==> src/rtl/spi_cfg_controller_pkg.sv <==
// Shared definitions for the SPI configuration controller: FSM states,
// frame layout and the PWM configuration register map.
package spi_cfg_controller_pkg;

    localparam int RW_W    = 1;
    localparam int ADDR_W  = 7;
    localparam int DATA_W  = 8;
    localparam int FRAME_W = RW_W + ADDR_W + DATA_W;

    localparam logic [4:0] FRAME_BITS = 5'd16;
    localparam int         NUM_REGS   = 5;

    localparam logic [1:0] ST_IDLE   = 2'd0;
    localparam logic [1:0] ST_SHIFT  = 2'd1;
    localparam logic [1:0] ST_COMMIT = 2'd2;

    localparam logic [ADDR_W-1:0] ADDR_EN_OUT_LO = 7'h00;
    localparam logic [ADDR_W-1:0] ADDR_EN_OUT_HI = 7'h01;
    localparam logic [ADDR_W-1:0] ADDR_EN_PWM_LO = 7'h02;
    localparam logic [ADDR_W-1:0] ADDR_EN_PWM_HI = 7'h03;
    localparam logic [ADDR_W-1:0] ADDR_PWM_DUTY  = 7'h04;

    typedef struct packed {
        logic              rw;
        logic [ADDR_W-1:0] addr;
        logic [DATA_W-1:0] data;
    } frame_t;

endpackage

==> src/rtl/spi_cfg_controller_sync_edge.sv <==
// Synchronizer chain plus edge detector for one asynchronous SPI input.
// Edges are taken from the last two synchronized samples only.
module spi_sync_edge #(
    parameter int SYNC_STAGES = 2
) (
    input  logic clk,
    input  logic rst,
    input  logic din,
    output logic sync,
    output logic rise,
    output logic fall
);

    logic [SYNC_STAGES-1:0] chain;
    logic                   prev;

    always_ff @(posedge clk or posedge rst) begin
        if (rst) begin
            chain <= '0;
            prev  <= 1'b0;
        end else begin
            chain[0] <= din;
            for (int i = 1; i < SYNC_STAGES; i++)
                chain[i] <= chain[i-1];
            prev <= chain[SYNC_STAGES-1];
        end
    end

    assign sync = chain[SYNC_STAGES-1];
    assign rise = sync & ~prev;
    assign fall = ~sync & prev;

endmodule

==> src/rtl/spi_cfg_controller.sv <==
// SPI write-only configuration port: captures 16-bit frames and commits
// valid writes into the five PWM configuration registers.
module spi_cfg_controller
    import spi_cfg_controller_pkg::*;
#(
    parameter int                SYNC_STAGES = 2,
    parameter logic [ADDR_W-1:0] MAX_ADDR    = 7'h04
) (
    input  logic       clk,
    input  logic       rst,
    input  logic       sclk,
    input  logic       copi,
    input  logic       ncs,
    output logic [7:0] en_reg_out_7_0,
    output logic [7:0] en_reg_out_15_8,
    output logic [7:0] en_reg_pwm_7_0,
    output logic [7:0] en_reg_pwm_15_8,
    output logic [7:0] pwm_duty_cycle,
    output logic       frame_done,
    output logic       frame_err
);

    logic sclk_sync, sclk_rise, sclk_fall;
    logic copi_sync, copi_rise, copi_fall;
    logic ncs_sync, ncs_rise, ncs_fall;

    spi_sync_edge #(.SYNC_STAGES(SYNC_STAGES)) u_sclk (
        .clk(clk), .rst(rst), .din(sclk), .sync(sclk_sync), .rise(sclk_rise), .fall(sclk_fall));
    spi_sync_edge #(.SYNC_STAGES(SYNC_STAGES)) u_copi (
        .clk(clk), .rst(rst), .din(copi), .sync(copi_sync), .rise(copi_rise), .fall(copi_fall));
    spi_sync_edge #(.SYNC_STAGES(SYNC_STAGES)) u_ncs (
        .clk(clk), .rst(rst), .din(ncs), .sync(ncs_sync), .rise(ncs_rise), .fall(ncs_fall));

    logic unused_edges;
    assign unused_edges = &{1'b0, sclk_sync, sclk_fall, copi_rise, copi_fall};

    logic [1:0]                    state;
    logic [FRAME_W-1:0]            shreg;
    logic [4:0]                    cnt;
    logic                          ovr;
    logic [NUM_REGS-1:0][DATA_W-1:0] cfg_regs;
    frame_t                        frm;
    logic                          wr_hit;

    assign frm = frame_t'(shreg);
    // Both bounds matter: MAX_ADDR may be overridden past the physical map.
    assign wr_hit = frm.rw && (frm.addr <= MAX_ADDR) && (frm.addr <= ADDR_PWM_DUTY);

    always_ff @(posedge clk or posedge rst) begin
        if (rst) begin
            state      <= ST_IDLE;
            shreg      <= '0;
            cnt        <= '0;
            ovr        <= 1'b0;
            frame_done <= 1'b0;
            frame_err  <= 1'b0;
            cfg_regs   <= '0;
        end else begin
            frame_done <= 1'b0;
            frame_err  <= 1'b0;
            case (state)
                ST_IDLE: begin
                    if (ncs_fall) begin
                        shreg <= '0;
                        cnt   <= '0;
                        ovr   <= 1'b0;
                        state <= ST_SHIFT;
                    end
                end
                ST_SHIFT: begin
                    // ncs rise wins over a coincident sclk rise
                    if (ncs_rise) begin
                        if (cnt == FRAME_BITS && !ovr) begin
                            state <= ST_COMMIT;
                        end else begin
                            state     <= ST_IDLE;
                            frame_err <= 1'b1;
                        end
                    end else if (sclk_rise && !ncs_sync) begin
                        if (cnt == FRAME_BITS) begin
                            ovr <= 1'b1;
                        end else begin
                            shreg <= {shreg[FRAME_W-2:0], copi_sync};
                            cnt   <= cnt + 5'd1;
                        end
                    end
                end
                ST_COMMIT: begin
                    if (wr_hit)
                        cfg_regs[frm.addr[2:0]] <= frm.data;
                    frame_done <= 1'b1;
                    if (ncs_fall) begin
                        shreg <= '0;
                        cnt   <= '0;
                        ovr   <= 1'b0;
                        state <= ST_SHIFT;
                    end else begin
                        state <= ST_IDLE;
                    end
                end
                default: state <= ST_IDLE;
            endcase
        end
    end

    assign en_reg_out_7_0  = cfg_regs[ADDR_EN_OUT_LO[2:0]];
    assign en_reg_out_15_8 = cfg_regs[ADDR_EN_OUT_HI[2:0]];
    assign en_reg_pwm_7_0  = cfg_regs[ADDR_EN_PWM_LO[2:0]];
    assign en_reg_pwm_15_8 = cfg_regs[ADDR_EN_PWM_HI[2:0]];
    assign pwm_duty_cycle  = cfg_regs[ADDR_PWM_DUTY[2:0]];

endmodule

==> config.mk <==
export PLATFORM = sky130hd
export DESIGN_NAME = spi_cfg_controller
export DESIGN_NICKNAME = d
export VERILOG_FILES = /design/src/rtl/spi_cfg_controller_pkg.sv /design/src/rtl/spi_cfg_controller_sync_edge.sv /design/src/rtl/spi_cfg_controller.sv
export SDC_FILE = /design/constraint.sdc
export NUM_CORES = 1
export LEC_CHECK = 0
export BUFFER_PORTS_ARGS = -buffer_cell sky130_fd_sc_hd__buf_2
export CAP_MARGIN = 5
export CORE_MARGIN = 2
export CORE_UTILIZATION = 52
export CTS_BUF_LIST = sky130_fd_sc_hd__clkbuf_4
export CTS_CLUSTER_DIAMETER = 80
export DETAILED_ROUTE_END_ITERATION = 8
export GPL_TIMING_DRIVEN = 0
export PLACE_DENSITY_LB_ADDON = 0.15
export RECOVER_POWER = 50
export SYNTH_ARGS = -nofsm -noshare
export SYNTH_HDL_FRONTEND = slang
export SYNTH_SLANG_ARGS = --single-unit
==> constraint.sdc <==
create_clock -name clk -period 2.2 [get_ports clk]
set_clock_uncertainty 0.1 [all_clocks]
set_input_delay 0.11 -clock clk [delete_from_list [all_inputs] [get_ports clk]]
set_output_delay 0.11 -clock clk [all_outputs]
set_load 0.05 [all_outputs]
==> impl.org <==
** Outcome
- The run finished, with violations left.
- Violated checks :: max-capacitance violations, max-slew violations

** Logic synthesis
- After synthesis, the share of flip-flops with an asynchronous set or reset is 100.0%.
- Most repeated cell in the gate-level netlist after synthesis :: sky130_fd_sc_hd__dfrtp_1
- Synthesis instantiated 39 different standard cells from the library.
- Most area-hungry cell type in the Yosys netlist :: sky130_fd_sc_hd__dfrtp_1
- Flip-flop cell with the highest count after synthesis :: sky130_fd_sc_hd__dfrtp_1
- The top cell type by area accounts for 63.27% of the synthesized area.
- Avg Synthesized Cell Area :: 15.91 um2
- Yosys printed 0 warnings.
- Cells taking the most area after synthesis :: sky130_fd_sc_hd__dfrtp_1 63%, sky130_fd_sc_hd__mux2_2 12%, sky130_fd_sc_hd__a22o_1 4.5%, sky130_fd_sc_hd__mux2_4 4.1%, sky130_fd_sc_hd__nand3b_4 1.4%
- Post-synth design cell area :: 2927 um2
- After synthesis the netlist holds a flip-flop and latch count of 74.
- Post-synth EDFFs :: 0
- The number of nets handed over by synthesis was 191.
- Post-synth top cells :: 74 x sky130_fd_sc_hd__dfrtp_1, 32 x sky130_fd_sc_hd__mux2_2, 15 x sky130_fd_sc_hd__a22o_1, 8 x sky130_fd_sc_hd__mux2_4, 5 x sky130_fd_sc_hd__nor2_1
- After technology mapping, the gate count stands at 184.
- For this run, the register share of the synthesized area comes to 63.27%.

** Floorplan
- Area enclosed by the die boundary :: 6244 um2
- Std-Cell Core Area :: 5473 um2
- For this configuration, the core starts out at a cell density of 53.48%.
- The floorplan has 27 rows.
- In this run the count of I/O pins placed on the die edge is 47.
- Overall die height :: 79.02 um
- Die outline width :: 79.02 um

** Global routing
- For this run the aggregate overflow at the end of global routing stands at 0.
- Initial antenna violation count :: 0
- Entering global routing, the biggest net connects 75 pins.
- Global-route total usage across every layer :: 18.73%
- Number of global-route vias before repair :: 1,687
- The first global-routing pass estimated 8.590 mm of wire.

** STA
- Setup repair after global routing left no endpoint under its margin.
- The final critical path takes up 92.55% of the cycle.
- Maximum operating frequency :: 0.4912 GHz
- Final hold violation count :: 0
- In the final timing run, aggregate negative setup slack is 0 ns.
- Remaining max-slew budget at the tightest pin :: -0.2707%
- Worst Tran Pin Value :: 1.502 ns
- Post-route minimum period :: 2.036 ns
- The final number of max-transition violations was 75.
- Setup violations remaining at the end of the flow were counted as 0.

** Place
- At the end of routability-driven placement, the weighted congestion stood at 0.7954.
- Area of placed instances :: 3249 um2
- Number of port buffers :: 46
- Detailed placement finished with a half-perimeter wire length of 3.331 mm.

** Route
- In this run the remaining antenna-violating nets after routing total 0.
- After detailed routing, the total wire length is 5.270 mm.
- Vias after detailed routing :: 1,766
- Per-cell routed wire length :: 16.37 um
- For this run, the detailed router's first-pass iteration total came to 4.
- Iteration-0 DRC count of the detailed router :: 103
- Residual DRC :: 0
- In the routed layout, each cell is associated on average with a via count of 5.484.

** Clocking
- Worst skew pair latency :: 0.41 ns
- TritonCTS clock tree :: done
- Clock Pin Slew Worst Setup and Hold Paths :: 0.10 ns
- The H-tree generated during clock tree synthesis spans 3 levels.
- Count of buffers added by post-CTS timing repair for setup :: 0
- Number of buffers on the longest clock path :: 2
- Counting every sink on the clock net gives 74.
- TritonCTS buffer count :: 9
- Clock tree root buffer cell :: sky130_fd_sc_hd__clkbuf_4

** Run
- Max-cap violations in this run came to 1.

** Power
- IR analysis of the VDD net gives a maximum drop of 0.0005087 V.
- In this run the power density over the cells is 683.1 nW/um2.
- Summed over all cells, the static leakage comes to 1.846 nW.

** Finish
- Total area of sequential cells :: 1852 um2
- Total number of nets in the final design :: 252
- Once layout is done, the placed cells without fillers occupy 3388 um2.
- Fill cell count :: 446
- Footprint of the multi-input gates :: 1041 um2
- Fraction of final layout cells with drive strength greater than 1 :: 42.00%
- 0 antenna diodes ended up in the layout.
- Layout overhead on the synthesized area :: 15.78%

** Setup path
- Arrival time worst endpoint :: 2.29 ns
- The worst setup path is of the register to register kind.
- Of all nets on the critical path, the largest fanout is 10.
- CP required :: 2.45 ns
- The worst setup path is captured at a register.
- The worst setup path is launched from a register.

** Worst hold path
- The path class of the tightest hold or removal check is primary input to register.
[layout by cell type (no fill, tap or decap), types with 3 or more instances in the layout]
cell type,count
sky130_fd_sc_hd__clkinv_2,3
sky130_fd_sc_hd__dfrtp_1,74
sky130_fd_sc_hd__inv_1,3
sky130_fd_sc_hd__a22o_1,15
sky130_fd_sc_hd__mux2_4,8
sky130_fd_sc_hd__clkbuf_4,12
sky130_fd_sc_hd__nor2_1,5
sky130_fd_sc_hd__mux2_2,32
sky130_fd_sc_hd__dlygate4sd3_1,4
sky130_fd_sc_hd__clkbuf_1,12
sky130_fd_sc_hd__buf_2,37
[final timing paths]
| check | from | end | slack, ns | cells after the start |
|---|---|---|---|---|
| setup / recovery | cnt[0]$_DFFE_PP0P_ | frm[3]$_DFFE_PP0P_ | 0.16 | 6 |
| hold / removal | ncs | u_ncs.chain[0]$_DFF_PP0_ | 0.23 | 2 |
| setup reg to reg | cnt[0]$_DFFE_PP0P_ | frm[3]$_DFFE_PP0P_ | 0.16 | 6 |
| hold reg to reg | u_sclk.chain[0]$_DFF_PP0_ | u_sclk.chain[1]$_DFF_PP0_ | 0.26 | 0 |
| max in group asynchronous | rst | pwm_duty_cycle[3]$_DFFE_PP0P_ | 0.52 | 3 |
| min in group asynchronous | rst | u_sclk.chain[1]$_DFF_PP0_ | 0.58 | 3 |
[layer usage]
metal  part of all wire (%)  global-route usage [%]  routed length (um)  vias up
met1                     50                   28.21                2612      885
met3                    5.4                   5.114                 287       13
li1                       -                       -                   -      812
met5                      0                       0                   0        -
met2                     42                   24.58                2230       56
met4                    2.6                   10.00                 139        0
[cell families after synthesis]
family          after synthesis  synth area share [%]
simple gates                 31                 9.705
compound gates               27                 7.696
mux                          42                 17.10
flops                        74                 63.28
fa+ha+maj                     2                0.8549
buf+inv                       8                 1.368
[metrics by stage]
| stage | worst slack, ns | cells | hold WS (ns) | utilization, % | power [W] |
|---|---|---|---|---|---|
| after detailed placement | 0.06374 | 302 | 0.1193 | 59.37 | 0.001638 |
| after floorplan | 0.1084 | 184 | 0.04143 | - | 0.001589 |
| after CTS | 0.02458 | 322 | 0.2105 | 62.09 | 0.002343 |
| final | 0.1640 | 322 | 0.2329 | 61.91 | 0.002315 |
| after global placement | -0.7399 | 302 | 0.1184 | 59.33 | 0.001634 |
| after global routing | 0.006504 | 322 | 0.2150 | 61.91 | 0.002431 |
[cell type report]
cell class                 count  share of cell area [%]
sequential                    74                   54.65
multi-input combinational    102                   30.72
timing repair buffer          50                   7.570
clock buffer                  12                   2.659
tap                           72                   2.659
buffer                         4                  0.7386
clock inverter                 4                  0.5539
inverter                       4                  0.4431
[power by group]
part	total (W)	internal, W	leakage (nW)	switching (W)
registers	0.00145	0.00140	1.01	0.0000505
logic	0.000162	0.0000690	0.768	0.0000929
clock network	0.000701	0.000262	0.0685	0.000439
[worst max-delay path: stages (launching register included)]
cell,delay [ns]
sky130_fd_sc_hd__dfrtp_1,0.41
sky130_fd_sc_hd__inv_1,0.08
sky130_fd_sc_hd__ha_1,0.20
sky130_fd_sc_hd__nand4bb_1,0.26
sky130_fd_sc_hd__nor3b_4,0.44
sky130_fd_sc_hd__buf_2,0.31
sky130_fd_sc_hd__a22o_1,0.16
[state kept, by name, summed over array words and instances (netlist names), 2 cells and up]
signal and cells:
cnt 5, en_reg_out_15_8 8, en_reg_out_7_0 8, en_reg_pwm_15_8 8
en_reg_pwm_7_0 8, frm 16, pwm_duty_cycle 8, state 2
u_copi.chain 2, u_ncs.chain 2, u_sclk.chain 2
[repair_timing]
action,4_1_cts,5_1_grt
endpoints found under the setup margin,0,10
endpoints found under the hold margin,77,0
hold buffers,4,0
resized for setup,0,1
(Power assumes the default switching activity.)
